$ cat src/rtl/ym_serial_capture.sv
// Serial-to-parallel capture of the converter's 16-bit L/R stream into a FWFT frame FIFO.
// word state | meaning:  IDLE = cnt 16 (complete/not started), SHIFT = cnt 1..15, DONE = cnt 15 with no edge (hand-off)
module ym_serial_capture #(
    parameter int DEPTH = 16,
    parameter int LW    = 5
) (
    input  logic          i_CLOCK,
    input  logic          i_RESET,
    input  logic          i_DATA,
    input  logic          i_LRCK,
    input  logic          i_ENABLE,
    input  logic          i_RD,
    input  logic          i_CLR_FLAGS,
    output logic [31:0]   o_RDATA,
    output logic          o_EMPTY,
    output logic          o_FULL,
    output logic [LW-1:0] o_LEVEL,
    output logic          o_OVF,
    output logic          o_SHORT
);

    localparam int AW = $clog2(DEPTH);
    localparam logic [4:0] CNT_FULL = 5'd16;
    localparam logic [4:0] CNT_LAST = 5'd15;

    logic          prev_lrck_q;
    logic [4:0]    cnt_q, cnt_d;
    logic [14:0]   shift_q, shift_d;
    logic          chan_q, chan_d;
    logic [15:0]   left_q, left_d;
    logic          left_valid_q, left_valid_d;
    logic          ovf_q, ovf_d;
    logic          short_q, short_d;
    logic [AW:0]   wr_ptr_q, wr_ptr_d;
    logic [AW:0]   rd_ptr_q, rd_ptr_d;
    logic [31:0]   mem_q [DEPTH];

    logic          lrck_edge;
    logic          shifting;
    logic          word_done;
    logic [15:0]   word;
    logic          short_evt;
    logic          push_req;
    logic          fifo_empty;
    logic          fifo_full;
    logic          do_push;
    logic          do_pop;
    logic          ovf_evt;
    logic [AW:0]   level;

    assign lrck_edge = i_LRCK ^ prev_lrck_q;
    assign shifting  = (cnt_q != CNT_FULL);
    assign word      = {shift_q, i_DATA};
    assign word_done = i_ENABLE && !lrck_edge && (cnt_q == CNT_LAST);
    assign short_evt = i_ENABLE && lrck_edge && shifting;
    assign push_req  = word_done && !chan_q && left_valid_q;

    always_comb begin
        cnt_d        = cnt_q;
        shift_d      = shift_q;
        chan_d       = chan_q;
        left_d       = left_q;
        left_valid_d = left_valid_q;
        if (!i_ENABLE) begin
            cnt_d        = CNT_FULL;
            left_valid_d = 1'b0;
        end else if (lrck_edge) begin
            cnt_d   = 5'd1;
            shift_d = {14'd0, i_DATA};
            chan_d  = i_LRCK;
            // an aborted right word cannot pair with the held left word
            if (shifting && !chan_q) begin
                left_valid_d = 1'b0;
            end
        end else if (shifting) begin
            cnt_d   = cnt_q + 5'd1;
            shift_d = word[14:0];
            if (word_done) begin
                if (chan_q) begin
                    left_d       = word;
                    left_valid_d = 1'b1;
                end else begin
                    left_valid_d = 1'b0;
                end
            end
        end
    end

    assign fifo_empty = (wr_ptr_q == rd_ptr_q);
    assign fifo_full  = (wr_ptr_q[AW] != rd_ptr_q[AW]) &&
                        (wr_ptr_q[AW-1:0] == rd_ptr_q[AW-1:0]);
    assign level      = wr_ptr_q - rd_ptr_q;

    // a pop in the same cycle frees the slot, so a full FIFO still accepts the push
    assign do_pop   = i_RD && !fifo_empty;
    assign do_push  = push_req && (!fifo_full || do_pop);
    assign ovf_evt  = push_req && fifo_full && !do_pop;

    always_comb begin
        wr_ptr_d = wr_ptr_q + {{AW{1'b0}}, do_push};
        rd_ptr_d = rd_ptr_q + {{AW{1'b0}}, do_pop};
        ovf_d    = ovf_evt   | (ovf_q   & ~i_CLR_FLAGS);
        short_d  = short_evt | (short_q & ~i_CLR_FLAGS);
    end

    always_ff @(posedge i_CLOCK) begin
        if (i_RESET) begin
            prev_lrck_q  <= 1'b1;
            cnt_q        <= CNT_FULL;
            shift_q      <= '0;
            chan_q       <= 1'b0;
            left_q       <= '0;
            left_valid_q <= 1'b0;
            ovf_q        <= 1'b0;
            short_q      <= 1'b0;
            wr_ptr_q     <= '0;
            rd_ptr_q     <= '0;
        end else begin
            prev_lrck_q  <= i_LRCK;
            cnt_q        <= cnt_d;
            shift_q      <= shift_d;
            chan_q       <= chan_d;
            left_q       <= left_d;
            left_valid_q <= left_valid_d;
            ovf_q        <= ovf_d;
            short_q      <= short_d;
            wr_ptr_q     <= wr_ptr_d;
            rd_ptr_q     <= rd_ptr_d;
        end
    end

    always_ff @(posedge i_CLOCK) begin
        if (do_push) begin
            mem_q[wr_ptr_q[AW-1:0]] <= {left_q, word};
        end
    end

    assign o_RDATA = fifo_empty ? 32'd0 : mem_q[rd_ptr_q[AW-1:0]];
    assign o_EMPTY = fifo_empty;
    assign o_FULL  = fifo_full;
    assign o_LEVEL = LW'(level);
    assign o_OVF   = ovf_q;
    assign o_SHORT = short_q;

endmodule

$ cat config.mk
export PLATFORM = sky130hd
export DESIGN_NAME = ym_serial_capture
export DESIGN_NICKNAME = d
export VERILOG_FILES = /design/src/rtl/ym_serial_capture.sv
export SDC_FILE = /design/constraint.sdc
export NUM_CORES = 1
export LEC_CHECK = 0
export CAP_MARGIN = 20
export CORE_MARGIN = 2
export CORE_UTILIZATION = 66
export CTS_CLUSTER_SIZE = 8
export DETAILED_ROUTE_END_ITERATION = 7
export PLACE_DENSITY = 0.87
export SLEW_MARGIN = 15
export SYNTH_ARGS = -nofsm -noshare
export SYNTH_HDL_FRONTEND = slang
export SYNTH_SLANG_ARGS = --single-unit
$ cat constraint.sdc
create_clock -name i_CLOCK -period 7.16 [get_ports i_CLOCK]
set_input_delay 1.79 -clock i_CLOCK [delete_from_list [all_inputs] [get_ports i_CLOCK]]
set_output_delay 1.79 -clock i_CLOCK [all_outputs]
set_load 0.005 [all_outputs]
==> impl_metrics.tcl, run 1 <==
set metrics [dict create \
    dpl.hpwl_mm 25.0 \
    synthDominantCellAreaShare_pct 71.0 \
    crit_path_start_kind "register" \
    report.final.slew_viol_count 0 \
    powerDensity_nw_per_um2 281 \
    status "complete, no violations" \
    drive_above_1_share_pct 21.3 \
    setup_tns_ns 0 \
    syn-cell-area_um2 21600 \
    worstPathMaxFanout 31 \
    setup_viol 0 \
    synth_edf_count 512 \
    grt_max_degree 71 \
    die_y_um 185 \
    cts.hold.buffers_added 0 \
    grt_first_pass_wirelength_mm 76.8 \
    postCtsSetupBuffers 0 \
    p_leak_nw 8.72 \
    nets 1225 \
    crit_arrival_ns 4.06 \
    max_stage_delay_ns 0.92 \
    cap_violations 0 \
    synth_ff_type "edfxtp_1" \
    clkSinkCount 563 \
    max_freq_ghz 0.171 \
    num_antenna_cells 0 \
    route.detailed.drc 0 \
    rsz0062_at_grt "false" \
    seqCellArea_um2 16400 \
    synth_area_leaders "edfxtp_1 (71%), mux4_2 (13%), dfxtp_1 (4.7%)" \
    io_pins 48 \
    htreeDepth 3 \
    ys_seq_area_share_pct 75.8 \
    path_clk_slew_ns 0.05 \
    wl_per_cell_um 31.2 \
    cp-end-kind "output pin" \
    track_usage_pct 31.4 \
    hold_viol 0 \
    insertion_delay_ns 0.59 \
    post_cts_resized 0 \
    start_util_pct 66.7 \
    vias_per_cell 6.95 \
    synthCells 1107 \
    portBuffers 47 \
    clockBufferDepth 3 \
    fp.coreArea_um2 32500 \
    drt_first_iter_violations 1828 \
    placed_area_um2 22700 \
    syn_area_per_cell_um2 19.6 \
    die_w_um 185 \
    place.gp.congestion 0.817 \
    final_cell_area_um2 25100 \
    cts_root_buf "clkbuf_16" \
    yosysTopAreaCell "edfxtp_1" \
    cp.buffers_inverters 2 \
    critPathSlowestCell "o21ai_4" \
    fin_worst_skew_ns 0.0207 \
    grt_overflow 0 \
    yosysMostFrequentCell "edfxtp_1" \
    cts_tree "yes" \
    numCtsBuffers 80 \
    grt_pass1_vias 12300 \
    fillCellCount 1544 \
    worstSetupPathType "register to output pin" \
    finalCriticalPeriod_ns 5.85 \
    worst_slack_ns 1.31 \
    multi_input_area_um2 5030 \
    rows 66 \
    post-route-period-util_pct 81.7 \
    syn2layout_area_growth_pct 15.9 \
    tightest_slew_ns 1.13 \
    wirelength_mm 53.0 \
    drtPass1Iterations 6 \
    hold_path.class "register to register" \
    antenna_found_initial 0 \
    crit_family "compound AO/OA/AOI/OAI gates" \
    worstPathCellList "inv_1 > ha_1 > nand4_1 > o21ai_4 > nor2b_1 > a221o_1 > clkdlybuf4s50_1" \
    ys_warn_count 0 \
    synth_common_cells "edfxtp_1 (512), nand2_1 (133), mux4_2 (126), dfxtp_1 (51), nor2b_1 (37)" \
    async_reset_ff_share_pct 0 \
    ant_nets 0 \
    design.die.area_um2 34300 \
    vias 11800 \
    cp.required_ns 5.37 \
    peakVddDrop_mv 0.195 \
    ys_ff_latch 563 \
    place_ws_ns 1.84 \
    final_cells 1696 \
    synth_nets 1126 \
    slew_headroom_pct 24.6 \
    placedCellCount 1562 \
    netlist-cell-type-count 45 \
]
==> final timing paths <==
check                                 start      endpoint  slack [ns]  depth (start not counted)
worst min-delay path                  o_OVF         o_OVF        0.49                          2
worst max register to register  rd_ptr_q[0]  mem_q[5][11]        3.57                          6
worst min register to register        o_OVF         o_OVF        0.49                          2
worst max-delay path            rd_ptr_q[3]   o_RDATA[24]        1.31                          7
==> registers in the layout (all words and copies together), names as in the netlist <==
register      flops
wr_ptr_q          5
cnt_q             5
prev_lrck_q       1
left_valid_q      1
left_q           16
rd_ptr_q          5
mem_q           512
chan_q            1
shift_q          15
o_OVF             1
o_SHORT           1
==> per-layer routing <==
metal	global-route usage (%)	share of wire (%)
met1	43.0	35
met2	50.0	50
met3	6.51	11
met4	13.7	3.3
met5	0	0
==> worst min-delay path, cell delays in order (launching register included) <==
cell and delay (ns):
dfxtp_1 0.32, a32oi_1 0.06, nor2_1 0.07
==> kinds of logic after synthesis <==
group / count (synthesis) / synth area share [%]
fa+ha+maj: 12 / 0.728
buf+inv: 70 / 1.63
xor+xnor: 16 / 0.682
compound gates: 79 / 2.89
simple gates: 236 / 4.97
mux: 131 / 13.3
flops: 563 / 75.8
==> stage by stage <==
step                      total power, mW  utilization, %  hold slack (ns)
after floorplan                      3.62               -            0.476
after global placement               3.63            69.9            0.471
after detailed placement             3.64            70.0            0.479
after CTS                            7.04            77.0            0.495
after global routing                 7.19            77.3            0.511
final                                7.05            77.3            0.490
==> final cells by class <==
type / instances / share of cell area (%)
multi-input cells: 474 / 20.1
repair buffers: 73 / 3.06
well taps: 442 / 2.20
inverters: 14 / 0.209
flip-flops and latches: 563 / 65.4
clock buffers: 123 / 8.71
clock inverters: 7 / 0.344
==> cells in the final DEF, fill, tap and decap left out, drive strengths merged, types with 9 or more instances in the layout <==
| cell | Yosys | final |
|---|---|---|
| a21oi | 23 | 23 |
| a221o | 31 | 31 |
| a22o | 13 | 13 |
| buf | 28 | 26 |
| clkbuf | 28 | 123 |
| clkdlybuf4s50 | 0 | 47 |
| dfxtp | 51 | 51 |
| edfxtp | 512 | 512 |
| ha | 11 | 11 |
| inv | 13 | 17 |
| mux4 | 126 | 126 |
| nand2 | 133 | 133 |
| nand3 | 9 | 9 |
| nor2 | 29 | 29 |
| nor2b | 37 | 37 |
| nor3 | 9 | 9 |
| xnor2 | 11 | 11 |
==> power by group <==
part	internal, mW	switching [mW]
Clock	2.09	1.39
Sequential	3.54	0.00409
Combinational	0.00975	0.0190
Total	5.64	1.41
Power figures use the tool's default switching activity.
==> run 2, diff against run 1 <==
--- a/config.mk
+++ b/config.mk
@@ -7,10 +7,10 @@
 export LEC_CHECK = 0
 export CAP_MARGIN = 20
 export CORE_MARGIN = 2
-export CORE_UTILIZATION = 66
+export CORE_UTILIZATION = 55
 export CTS_CLUSTER_SIZE = 8
 export DETAILED_ROUTE_END_ITERATION = 7
-export PLACE_DENSITY = 0.87
+export PLACE_DENSITY = 0.78
 export SLEW_MARGIN = 15
 export SYNTH_ARGS = -nofsm -noshare
 export SYNTH_HDL_FRONTEND = slang
==> constraint.sdc (replaced) <==
create_clock -name i_CLOCK -period 4.9 [get_ports i_CLOCK]
set_input_delay 1.225 -clock i_CLOCK [delete_from_list [all_inputs] [get_ports i_CLOCK]]
set_output_delay 1.225 -clock i_CLOCK [all_outputs]
set_load 0.005 [all_outputs]
==> impl_metrics.tcl, run 2 (same netlist as run 1, synthesis figures left out) <==
set metrics [dict create \
    tightest_slew_ns 1.06 \
    wirelength_mm 50.3 \
    clkSinkCount 563 \
    worstHoldStart "o_OVF" \
    peakVddDrop_mv 0.255 \
    wl_per_cell_um 28.2 \
    fillCellCount 2454 \
    slew_headroom_pct 29.0 \
    portBuffers 47 \
    grt_max_degree 84 \
    dpl.hpwl_mm 24.6 \
    drtPass1Iterations 5 \
    io_pins 48 \
    multi_input_area_um2 5070 \
    setup_viol 0 \
    finalPower_mw 10.3 \
    r2r_cells 8 \
    design.die.area_um2 41000 \
    worstPathMaxFanout 31 \
    final_cell_mix "edfxtp_1 (512), nand2_1 (133), mux4_2 (126)" \
    crit_arrival_ns 3.43 \
    numCtsBuffers 80 \
    drt_first_iter_violations 1415 \
    whs_path_depth 2 \
    powerDensity_nw_per_um2 406 \
    grt_pass1_vias 12000 \
    max_freq_ghz 0.215 \
    setup_tns_ns 0 \
    ant_nets 0 \
    vias_per_cell 6.26 \
    hold_viol 0 \
    r2r-end "mem_q[13][21]" \
    switching_share_pct 19.7 \
    p_seq_share_pct 50.3 \
    clockBufferDepth 3 \
    crit_path_start_kind "register" \
    worstSetupPathType "register to output pin" \
    largest_reg_flops 512 \
    grt_overflow 0 \
    fp.coreArea_um2 38700 \
    rows 72 \
    placedCellCount 1645 \
    reg2reg_setup_slack_ns 1.60 \
    rsz0062_at_grt "false" \
    drive_above_1_share_pct 22.5 \
    insertion_delay_ns 0.61 \
    syn2layout_area_growth_pct 17.3 \
    max_stage_delay_ns 0.53 \
    finalCriticalPeriod_ns 4.66 \
    p_clk_share_pct 49.3 \
    met3_length_mm 4.32 \
    switching_power_mw 2.03 \
    fin_util_pct 65.5 \
    route.detailed.drc 0 \
    worstPathCellList "inv_1 > ha_1 > nand4_1 > or2_1 > clkinvlp_4 > nor3_4 > buf_8 > a221o_1 > clkdlybuf4s50_1" \
    nets 1238 \
    hold_path.class "register to register" \
    die_w_um 202 \
    p_comb_share_pct 0.4 \
    start_util_pct 55.9 \
    track_usage_pct 25.4 \
    route.met2.wl_mm 25.5 \
    timing.critical_path.from "wr_ptr_q[0]" \
    cts_tree "yes" \
    final_common_cell "edfxtp_1" \
    cp.required_ns 3.67 \
    wl_met1_mm 19.2 \
    p_leak_nw 8.72 \
    grt_first_pass_wirelength_mm 75.4 \
    hold_ws_ns 0.494 \
    critPathSlowestCell "dfxtp_1" \
    cp-end-kind "output pin" \
    place.gp.congestion 0.808 \
    holdPathEnd "o_OVF" \
    final_cells 1784 \
    path_clk_slew_ns 0.05 \
    die_y_um 202 \
    cts_root_buf "clkbuf_16" \
    post-route-period-util_pct 95.1 \
    topRoutingLayerUsed "met4" \
    seqCellArea_um2 16400 \
    vias 11200 \
    fin_worst_skew_ns 0.0364 \
    status "complete, no violations" \
    cap_violations 0 \
    r2r-start "wr_ptr_q[0]" \
    htreeDepth 3 \
    report.final.slew_viol_count 0 \
    internal-power_mw 8.27 \
    antenna_found_initial 1 \
]
run 2: changes by cell type in the layout (fill, tap and decap cells not counted), sizes merged, moves of 3 or more:
cell,change
buf,+11
clkbuf,-3
clkinv,+3
inv,-3
run 2: worst max path at each step:
stage	to	slack [ns]	cells after the start
after floorplan	mem_q[12][0]	0.28	9
after global placement	o_RDATA[28]	0.52	8
after detailed placement	o_RDATA[0]	0.40	8
after CTS	o_RDATA[0]	0.03	9
after global routing	o_RDATA[0]	0.08	9
final	o_RDATA[0]	0.24	9
run 2: layout make-up:
cell class / instances / share of cell area (%)
diodes: 1 / 0.00986
well taps: 518 / 2.55
inverters: 14 / 0.222
clock inverters: 8 / 0.651
multi-input cells: 476 / 20.0
clock buffers: 120 / 8.48
flip-flops and latches: 563 / 64.6
repair buffers: 84 / 3.48
run 2: routing by layer:
layer	track usage, %	up-vias
li1	-	4666
met1	32.8	5801
met2	41.4	604
met3	7.21	98
met4	9.49	0
met5	0	-
run 2: power groups by stage:
stage / registers, mW / logic, mW / clock network, mW
5_1_grt: 5.18 / 0.0477 / 5.32
6_report: 5.18 / 0.0436 / 5.08
4_1_cts: 5.18 / 0.0430 / 5.12
3_3_place_gp: 5.27 / 0.0403 / 0
3_5_place_dp: 5.27 / 0.0416 / 0
2_1_floorplan: 5.27 / 0.0243 / 0
run 2: critical path: cells and delay by family (launching register included):
| family | cells | cell delay [ns] |
|---|---|---|
| buf+inv | 4 | 1.10 |
| simple gates | 3 | 0.59 |
| flops | 1 | 0.53 |
| fa+ha+maj | 1 | 0.33 |
| compound gates | 1 | 0.27 |
run 2: through the flow:
| step | worst slack [ns] | instance area (um^2) |
|---|---|---|
| after floorplan | 0.279 | 21600 |
| after global placement | 0.520 | 22900 |
| after detailed placement | 0.403 | 22900 |
| after CTS | 0.0327 | 25300 |
| after global routing | 0.0811 | 25400 |
| final | 0.242 | 25400 |
run 2: what timing repair did:
action                                  in CTS  in global routing
setup buffers                                5                  3
endpoints found under the setup margin      31                 31
gates cloned                                 2                  0
hold buffers                                 0                  0
resized for setup                            8                  2
pin swaps                                    3                  1
